==> config.mk <==
export PLATFORM = sky130hd
export DESIGN_NAME = systolic_seq_ctrl_flat
export DESIGN_NICKNAME = d
export VERILOG_FILES = /design/src/rtl/systolic_seq_ctrl_if.sv /design/src/rtl/systolic_seq_ctrl.sv /design/src/flat_wrapper.sv
export SDC_FILE = /design/constraint.sdc
export NUM_CORES = 1
export LEC_CHECK = 0
export ABC_AREA = 1
export CORE_MARGIN = 2
export CORE_UTILIZATION = 30
export CTS_BUF_LIST = sky130_fd_sc_hd__clkbuf_4 sky130_fd_sc_hd__clkbuf_8
export CTS_CLUSTER_DIAMETER = 80
export DETAILED_ROUTE_END_ITERATION = 8
export PLACE_DENSITY = 0.67
export SYNTH_ARGS = -nofsm -noshare
export SYNTH_HDL_FRONTEND = slang
export SYNTH_SLANG_ARGS = --single-unit
==> constraint.sdc <==
create_clock -name clk -period 1.8 [get_ports clk]
set_input_delay 0.36 -clock clk [delete_from_list [all_inputs] [get_ports clk]]
set_output_delay 0.36 -clock clk [all_outputs]
set_load 0.005 [all_outputs]
==> src/rtl/systolic_seq_ctrl_if.sv <==
// Command/strobe bundle between the layer controller, the systolic sequencer and
// the PE grid with its operand buffers.
// master: the side that issues start/cfg_k/stall and consumes the strobes.
// slave : the sequencer itself.
interface systolic_seq_ctrl_if #(
    parameter int ROWS = 4,
    parameter int COLS = 4,
    parameter int K_W  = 16
);
    logic            start;
    logic [K_W-1:0]  cfg_k;
    logic            stall;
    logic            busy;
    logic            done;
    logic            array_enable;
    logic            feed_rd_en;
    logic [K_W-1:0]  feed_addr;
    logic [ROWS-1:0] row_data_valid;
    logic [COLS-1:0] col_weight_valid;
    logic            result_capture;
    logic [31:0]     perf_busy_cycles;
    logic [31:0]     perf_stall_cycles;

    modport master (
        output start, cfg_k, stall,
        input  busy, done, array_enable, feed_rd_en, feed_addr,
               row_data_valid, col_weight_valid, result_capture,
               perf_busy_cycles, perf_stall_cycles
    );

    modport slave (
        input  start, cfg_k, stall,
        output busy, done, array_enable, feed_rd_en, feed_addr,
               row_data_valid, col_weight_valid, result_capture,
               perf_busy_cycles, perf_stall_cycles
    );
endinterface

==> src/rtl/systolic_seq_ctrl.sv <==
// Pass sequencer for a ROWS x COLS systolic MAC grid.
// One start runs one pass: K operand reads, skewed row/column valid strobes,
// a drain long enough for the last operand to cross the grid, then a single
// done/result_capture pulse. Everything past IDLE freezes while stall is high.
// Optional perf counters are built only when SYSTOLIC_SEQ_PERF_EN is defined;
// otherwise perf_busy_cycles/perf_stall_cycles are tied to zero.
module systolic_seq_ctrl #(
    parameter int ROWS    = 4,
    parameter int COLS    = 4,
    parameter int HOP_LAT = 2,
    parameter int RD_LAT  = 1,
    parameter int K_W     = 16
) (
    input logic               clk,
    input logic               rst,
    systolic_seq_ctrl_if.slave bus
);
    localparam int MAX_DIM   = (ROWS > COLS) ? ROWS : COLS;
    // Deepest tap is base_v (RD_LAT) plus the far-edge hop skew.
    localparam int DEPTH     = RD_LAT + HOP_LAT * (MAX_DIM - 1);
    // Last operand leaves the corner PE after crossing ROWS+COLS-1 hops.
    localparam int DRAIN_CYC = 1 + HOP_LAT * (ROWS + COLS - 1);
    localparam int DRAIN_W   = $clog2(DRAIN_CYC + 1);

    typedef enum logic [1:0] {
        S_IDLE,
        S_FEED,
        S_DRAIN,
        S_DONE
    } state_e;

    state_e             state_q, state_d;
    logic [K_W-1:0]     step_q, step_d;
    logic [K_W-1:0]     k_q, k_d;
    logic [DRAIN_W-1:0] drain_q, drain_d;
    // dly_q[i] = feed_rd_en delayed i+1 advancing cycles
    logic [DEPTH-1:0]   dly_q, dly_d;

    logic               adv;
    logic               busy;
    logic               done;
    logic               feed_rd_en;
    logic [K_W-1:0]     feed_addr;
    logic [ROWS-1:0]    row_v;
    logic [COLS-1:0]    col_v;

    // Next-state, counters, delay line and pass strobes
    always_comb begin
        // NOTE: every always_comb output gets a default first so no path can leave it unassigned and infer a latch.
        state_d    = state_q;
        step_d     = step_q;
        k_d        = k_q;
        drain_d    = drain_q;
        dly_d      = dly_q;
        adv        = (state_q != S_IDLE) && !bus.stall;
        busy       = (state_q != S_IDLE);
        done       = 1'b0;
        feed_rd_en = 1'b0;
        feed_addr  = '0;

        unique case (state_q)
            S_IDLE: begin
                if (bus.start) begin
                    if (bus.cfg_k != '0) begin
                        k_d     = bus.cfg_k;
                        step_d  = '0;
                        dly_d   = '0;   // no valid leaks in from the previous pass
                        state_d = S_FEED;
                    end else begin
                        state_d = S_DONE;
                    end
                end
            end
            S_FEED: begin
                feed_rd_en = adv;
                feed_addr  = step_q;
                if (adv) begin
                    step_d = step_q + K_W'(1);
                    if (step_q == k_q - K_W'(1)) begin
                        drain_d = '0;
                        state_d = S_DRAIN;
                    end
                end
            end
            S_DRAIN: begin
                if (adv) begin
                    if (drain_q == DRAIN_W'(DRAIN_CYC - 1)) begin
                        state_d = S_DONE;
                    end else begin
                        drain_d = drain_q + DRAIN_W'(1);
                    end
                end
            end
            S_DONE: begin
                // Single-cycle completion; stall cannot extend it.
                done    = 1'b1;
                state_d = S_IDLE;
            end
            default: state_d = S_IDLE;
        endcase

        if (adv) begin
            dly_d[0] = feed_rd_en;
            for (int i = 1; i < DEPTH; i++) begin
                dly_d[i] = dly_q[i - 1];
            end
        end
    end

    // State, counters and skew delay line
    always_ff @(posedge clk) begin
        // NOTE: the skew line is a handful of flops, not a RAM, so clearing it on reset is cheap and keeps valids clean after an abort.
        if (rst) begin
            state_q <= S_IDLE;
            step_q  <= '0;
            k_q     <= '0;
            drain_q <= '0;
            dly_q   <= '0;
        end else begin
            // NOTE: non-blocking updates so every flop samples the pre-edge values computed above.
            state_q <= state_d;
            step_q  <= step_d;
            k_q     <= k_d;
            drain_q <= drain_d;
            dly_q   <= dly_d;
        end
    end

    // Tap the delay line: each hop along the row/column adds HOP_LAT cycles
    always_comb begin
        row_v = '0;
        col_v = '0;
        for (int r = 0; r < ROWS; r++) begin
            row_v[r] = dly_q[RD_LAT - 1 + r * HOP_LAT];
        end
        for (int c = 0; c < COLS; c++) begin
            col_v[c] = dly_q[RD_LAT - 1 + c * HOP_LAT];
        end
    end

    assign bus.busy             = busy;
    assign bus.done             = done;
    assign bus.result_capture   = done;
    assign bus.array_enable     = busy ? !bus.stall : 1'b1;
    assign bus.feed_rd_en       = feed_rd_en;
    assign bus.feed_addr        = feed_addr;
    assign bus.row_data_valid   = row_v;
    assign bus.col_weight_valid = col_v;

`ifdef SYSTOLIC_SEQ_PERF_EN
    logic [31:0] perf_busy_q, perf_busy_d;
    logic [31:0] perf_stall_q, perf_stall_d;

    // Saturating busy/stall cycle counters, restarted by each accepted start
    always_comb begin
        perf_busy_d  = perf_busy_q;
        perf_stall_d = perf_stall_q;
        if ((state_q == S_IDLE) && bus.start) begin
            perf_busy_d  = '0;
            perf_stall_d = '0;
        end else if (busy) begin
            if (perf_busy_q != '1) begin
                perf_busy_d = perf_busy_q + 32'd1;
            end
            if (bus.stall && (perf_stall_q != '1)) begin
                perf_stall_d = perf_stall_q + 32'd1;
            end
        end
    end

    // Perf counter registers
    always_ff @(posedge clk) begin
        if (rst) begin
            perf_busy_q  <= '0;
            perf_stall_q <= '0;
        end else begin
            perf_busy_q  <= perf_busy_d;
            perf_stall_q <= perf_stall_d;
        end
    end

    assign bus.perf_busy_cycles  = perf_busy_q;
    assign bus.perf_stall_cycles = perf_stall_q;
`else
    assign bus.perf_busy_cycles  = '0;
    assign bus.perf_stall_cycles = '0;
`endif

endmodule
==> src/flat_wrapper.sv <==
// flat-port wrapper written by rule: the top's interface ports become plain ports
module systolic_seq_ctrl_flat 
#(
    parameter int ROWS    = 4,
    parameter int COLS    = 4,
    parameter int HOP_LAT = 2,
    parameter int RD_LAT  = 1,
    parameter int K_W     = 16
)
  (clk, rst, bus_start, bus_cfg_k, bus_stall, bus_busy, bus_done, bus_array_enable, bus_feed_rd_en, bus_feed_addr, bus_row_data_valid, bus_col_weight_valid, bus_result_capture, bus_perf_busy_cycles, bus_perf_stall_cycles);
  systolic_seq_ctrl_if #(.ROWS(ROWS), .COLS(COLS), .K_W(K_W)) bus_i ();
  input logic clk;
  input logic rst;
  input wire logic [$bits(bus_i.start)-1:0] bus_start;
  input wire logic [$bits(bus_i.cfg_k)-1:0] bus_cfg_k;
  input wire logic [$bits(bus_i.stall)-1:0] bus_stall;
  output wire logic [$bits(bus_i.busy)-1:0] bus_busy;
  output wire logic [$bits(bus_i.done)-1:0] bus_done;
  output wire logic [$bits(bus_i.array_enable)-1:0] bus_array_enable;
  output wire logic [$bits(bus_i.feed_rd_en)-1:0] bus_feed_rd_en;
  output wire logic [$bits(bus_i.feed_addr)-1:0] bus_feed_addr;
  output wire logic [$bits(bus_i.row_data_valid)-1:0] bus_row_data_valid;
  output wire logic [$bits(bus_i.col_weight_valid)-1:0] bus_col_weight_valid;
  output wire logic [$bits(bus_i.result_capture)-1:0] bus_result_capture;
  output wire logic [$bits(bus_i.perf_busy_cycles)-1:0] bus_perf_busy_cycles;
  output wire logic [$bits(bus_i.perf_stall_cycles)-1:0] bus_perf_stall_cycles;
  assign bus_i.start = bus_start;
  assign bus_i.cfg_k = bus_cfg_k;
  assign bus_i.stall = bus_stall;
  assign bus_busy = bus_i.busy;
  assign bus_done = bus_i.done;
  assign bus_array_enable = bus_i.array_enable;
  assign bus_feed_rd_en = bus_i.feed_rd_en;
  assign bus_feed_addr = bus_i.feed_addr;
  assign bus_row_data_valid = bus_i.row_data_valid;
  assign bus_col_weight_valid = bus_i.col_weight_valid;
  assign bus_result_capture = bus_i.result_capture;
  assign bus_perf_busy_cycles = bus_i.perf_busy_cycles;
  assign bus_perf_stall_cycles = bus_i.perf_stall_cycles;
  systolic_seq_ctrl #(.ROWS(ROWS), .COLS(COLS), .HOP_LAT(HOP_LAT), .RD_LAT(RD_LAT), .K_W(K_W)) u_core (.clk(clk), .rst(rst), .bus(bus_i));
endmodule
* After elaboration in Yosys (flattened, before gate mapping)
Index checks and enable logic that the tools add are counted.
** Word-level totals
- Register bits :: 45
- Bits in latches :: 0
- Memory bits (writable) :: 0
- Memory bits (read-only) :: 0
- Output and inout port bits :: 93
- Logic and storage cells :: 59
- Memories :: 0
** Cells by class
- Add/subtract/negate cells :: 3
- $mul :: 0
- Div/mod/pow operators :: 0
- Magnitude comparators :: 0
- Equality and inequality tests :: 12
- Shift-type cells :: 0
- Muxes and demuxes :: 24
- Bitwise logic cells :: 0
- Reductions and logical operators :: 15
** Operators by type and width (count)
- $mux 16 :: 4
- $pmux 16 s2 :: 1
- $mux 7 :: 4
- $add 16x1->16 const B :: 1
- $eq 16x16->1 :: 1
- $mux 4 :: 4
- $reduce_bool 16->1 :: 1
- $sub 16x1->16 const B :: 1
- $mux 2 :: 6
- $reduce_bool 2->1 :: 6
- $ne 2x1->1 const B :: 5
- $reduce_and 5->1 :: 2
- $pmux 2 s4 :: 1
- $pmux 4 s2 :: 1
- $reduce_and 3->1 :: 2
- $add 4x1->4 const B :: 1
- $eq 2x2->1 const B :: 2
- $eq 4x4->1 const B :: 1
- $ne 2x2->1 const B :: 2
- $reduce_and 4->1 :: 1
- $mux 1 :: 3
- $eq 2x1->1 const B :: 1
- $logic_not 2->1 :: 1
- $logic_and 1x1->1 :: 1
- $logic_not 1->1 :: 1

* Logic depth before layout (Yosys ltp)
- Depth after elaboration :: 5
- Mapped depth :: 18
- Depth with buffers taken out :: 18

* Least setup slack after synthesis
Ideal clock, no wire load.
- Path type :: register to register
- Start :: register u_core.state_q[0]
- End :: register u_core.step_q[12]
- Setup time :: 116 ps
- Arrival time :: 1799 ps
- Data required time :: 1684 ps
- Path slack :: -115 ps
- Stages on the path, launching flop included :: 14
- Path through :: dfxtp_1 > inv_1 > ha_1 > nor2_4 > inv_2 > nor2_4 > inv_2 > o21ai_2 > nand2_4 > nor3_4 > nand3_2 > nor3_2 > and2_1 > nor2_1
** Between the ends
- Word-level cells in the longest chain between the ends :: 4
- Elaborated cells between the ends (all ways) :: 10
** RTL lines
- start: declaration :: RTL line systolic_seq_ctrl.sv:32 : state_e state_q, state_d;
- start signal: assignment :: RTL line systolic_seq_ctrl.sv:121 : state_q <= state_d;
- $reduce_bool 2->1 :: RTL line systolic_seq_ctrl.sv:55 : adv = (state_q != S_IDLE) && !bus.stall;
- $logic_and 1x1->1 :: RTL line systolic_seq_ctrl.sv:55
- $ne 2x1->1 (no source line)
- $reduce_and 4->1 (no source line)
- end signal: assignment :: RTL line systolic_seq_ctrl.sv:122 : step_q <= step_d;
- end: declaration :: RTL line systolic_seq_ctrl.sv:33 : logic [K_W-1:0] step_q, step_d;
Parallel ways exist; a longest one is shown, timed or not.
A chain may end at the register's enable or synchronous reset.

* Final worst setup path
- Start :: register u_core.state_q[1]
- End :: register u_core.step_q[12]
The elaborated chain is that of the path after synthesis.

==> impl_results.md <==
- Status: complete, but fails checks
- Failing checks: setup timing
- Int Pwr: between 2000 and 3000 µW
- Seq pwr share: 28.0%
- Slowest CP cell: dfxtp_2
- Synthesized cell area: 3430 µm²
- Hold-fix buffers, CTS: 0
- Root Driver: clkbuf_8
- Main flop type after synthesis: dfxtp_1
- Pwr dens: 930 nW/µm²
- Pins Over Slew Limit: 0
- Diodes inserted: 0
- PortBufs: between 40 and 50
- Initial Util: 30.5%
- Total number of vias: 3317
- DIE AREA: 12300 µm²
- CP startpoint kind: register
- Setup crit start: u_core.state_q[1]
- Register area share after synthesis: 26.2%
- Drt via density: 4.26
- Grt total ovfl: 0
- CP max stage delay: 0.36 ns
- Cell Area, Placed: about 4200 µm²
- Total CTS buffers: 5
- Final Hold Viols: 0
- DRC: 0
- R2R depth: 12
- M3 GR Usage: between 2 and 3%
- Synth Register Bits: between 40 and 50
- Cells after synthesis: ~520
- Largest fanout on the critical path: 6
- CP required: 2.00 ns
- Number of distinct library cells after synthesis: 37
- First-pass DRT Iterations: 4
- Die X: 111 µm
- Maximum clock path buffer count: 2
- # IOs: between 100 and 150
- Setup CP Type: register to register
- Setup Skew: about 0.0056 ns
- R2R Path Start: u_core.state_q[1]
- Critical Path End Type: register
- Ys async rst share: 0%
- Final ANT Viol Nets: 0
- Final setup margin: -0.216 ns
- Setup violations, final: 24
- MaxCap Viol Count: 0
- Final Cell Area: 4770 µm²
- Wirelength, routed: 8440 µm
- Fin crit share: 112%
- TritonCTS clock tree: built
- Sw frac: 41.3%
- Synth-to-Final Area Change: 39.1%
- Worst reg2reg path endpoint: u_core.step_q[12]
- Row cnt: 39
- Post-layout min period: 2.02 ns
- Core area: 11300 µm²
- Worst Setup EP: u_core.step_q[12]
- H-tree Lvls: 2
- Vias in the first global route: between 3000 and 4000
- NetSw: 1840 µW
- Post-synth EDFFs: 0
- Clock transition at path regs: 0.09 ns
- Met2 Use GR: a little under a quarter
- Initial antenna violation count: 0
- P_leak: 0.00232 µW
- Achievable clock frequency: 0.496 GHz
- Clock share of power: 14.7%
- Total track usage: between 10 and 15%
- Initial DRC count: just under 90
- Largest net degree at the start of global routing: 18
- R2R Setup Slk: -0.22 ns
- Clk sink count: 45
- Met1 Use GR: 15.8%
- GRT busiest layer: met2
- Hold path cells: 4
- Crit path DAT: ~2.2 ns
- Synth Warn #: 0
- Final nets: between 600 and 700
- Crit-path cells: inv_2 -> buf_4 -> ha_4 -> buf_12 -> buf_6 -> o21ai_4 -> nand2_4 -> nor3_4 -> nand3_2 -> nor3_2 -> and2_1 -> nor2_1
- Hpwl dp: 6010 µm
- Chip height: roughly 110 µm
- Fin Hold WS: approximately 0.42 ns
- Syn Area/Cell: 6.64 µm²
- Layout cells sized above 1: around 34%
- Worst VDD drop: ~0.00045 V
- RePlAce Congestion: a little over 0.8
- Combinational Power Share: 57.3%
- Later-pin clock latency in the skew report: 0.29 ns
- First-pass GRT wire length: 13400 µm
- WL/cell: about 11 µm
- Setup TNS: -1.91 ns
- Worst hold path type: primary input to register
- RSZ-0062 raised after global routing: yes
## cell usage in the layout, fill, tap and decap left out, types with 12 or more instances in the layout
cell	synthesis	layout
nor2_4	4	12
nand3_1	22	16
inv_2	3	19
conb_1	1	64
buf_4	73	66
buf_6	0	13
a21oi_1	33	25
inv_1	58	40
clkdlybuf4s50_1	0	26
clkbuf_2	0	12
nor2_1	64	53
nand2_1	107	87
dfxtp_1	45	39
o21ai_0	25	18
nand2_2	4	23
## cell usage after synthesis, types with 2 or more instances
library cell / n / area [µm²]
nand2_1: 107 / 402
buf_4: 73 / 548
nor2_1: 64 / 240
inv_1: 58 / 218
dfxtp_1: 45 / 901
a21oi_1: 33 / 165
o21ai_0: 25 / 125
nand3_1: 22 / 110
xor2_1: 10 / 87.6
ha_1: 8 / 100
clkbuf_1: 7 / 26.3
nor2_2: 7 / 43.8
xnor2_1: 6 / 52.6
nand3b_1: 5 / 37.5
nand2_2: 4 / 25.0
nand2_4: 4 / 45.0
nand4_1: 4 / 25.0
nor2_4: 4 / 45.0
nor3_2: 4 / 40.0
inv_2: 3 / 11.3
nor3_1: 3 / 15.0
and2_1: 2 / 12.5
buf_2: 2 / 10.0
nand3_2: 2 / 20.0
o21ai_1: 2 / 10.0
or2_2: 2 / 12.5
## worst max-delay path, delay by kind of cell (launching register included)
family | cells | cell delay, ns
flops | 1 | 0.36
buf+inv | 4 | 0.44
fa+ha+maj | 1 | 0.16
compound gates | 1 | 0.13
simple gates | 6 | 0.82
## layout make-up
cell class | instances | area (µm²)
Multi-Input combinational cell | 392 | 2270
Timing Repair Buffer | 129 | 1090
Tap cell | 143 | 179
Clock inverter | 1 | 7.51
Inverter | 61 | 234
Sequential cell | 45 | 911
Fill cell | 1152 | 6500
Clock buffer | 7 | 83.8
## how the worst min path moves through the flow
| stage | start | end |
|---|---|---|
| 4_1_cts | u_core.dly_q[1] | u_core.dly_q[1] |
| 6_report | bus_cfg_k[11] | u_core.k_q[11] |
| 5_1_grt | bus_cfg_k[11] | u_core.k_q[11] |
| 3_3_place_gp | u_core.dly_q[3] | u_core.dly_q[3] |
| 3_5_place_dp | u_core.dly_q[1] | u_core.dly_q[1] |
| 2_1_floorplan | u_core.dly_q[1] | u_core.dly_q[1] |
## routing by layer
layer	part of all wire (%)	up-vias
met3	4.1	12
met4	1.7	0
met5	0	-
met1	45	1517
li1	-	1719
met2	50	69
## cells by family after synthesis
logic type | count (synthesis) | synth area share (%)
DFF | 45 | 26.2
adders and majority gates | 8 | 2.92
AOI/OAI and AO/OA | 65 | 9.99
and+or+nand+nor | 238 | 32.9
other | 1 | 0.109
buffers and inverters | 144 | 23.8
xor gates and xnor gates | 16 | 4.08
## stage by stage
stage | power [µW] | instances | worst slack [ns] | utilization (%)
final | 4440 | 778 | -0.216 | 42.4
after global routing | 4770 | 778 | -0.321 | 42.4
after CTS | 3980 | 761 | -0.162 | 39.7
after detailed placement | 3120 | 740 | -0.361 | 36.9
after global placement | 3100 | 740 | -0.337 | 36.9
after floorplan | 2570 | 580 | 0.000638 | -
## power by group through the flow
stage          clock, µW  combinational (µW)  sequential, µW
4_1_cts              663                2080            1230
3_3_place_gp           0                1860            1240
2_1_floorplan          0                1350            1210
3_5_place_dp           0                1880            1240
5_1_grt              703                2800            1260
6_report             653                2540            1240
## state kept, by name (all words and copies together), names as in the netlist
name            flops
u_core.drain_q      4
u_core.dly_q        7
u_core.state_q      2
u_core.step_q      16
u_core.k_q         16
## repair_timing
action / CTS / global route
endpoints found under the setup margin: 33 / 41
gates cloned: 1 / 2
resized for setup: 71 / 104
pin swaps: 19 / 38
buffers inserted: 12 / 17
No activity file was read; power rests on OpenSTA's default activity.
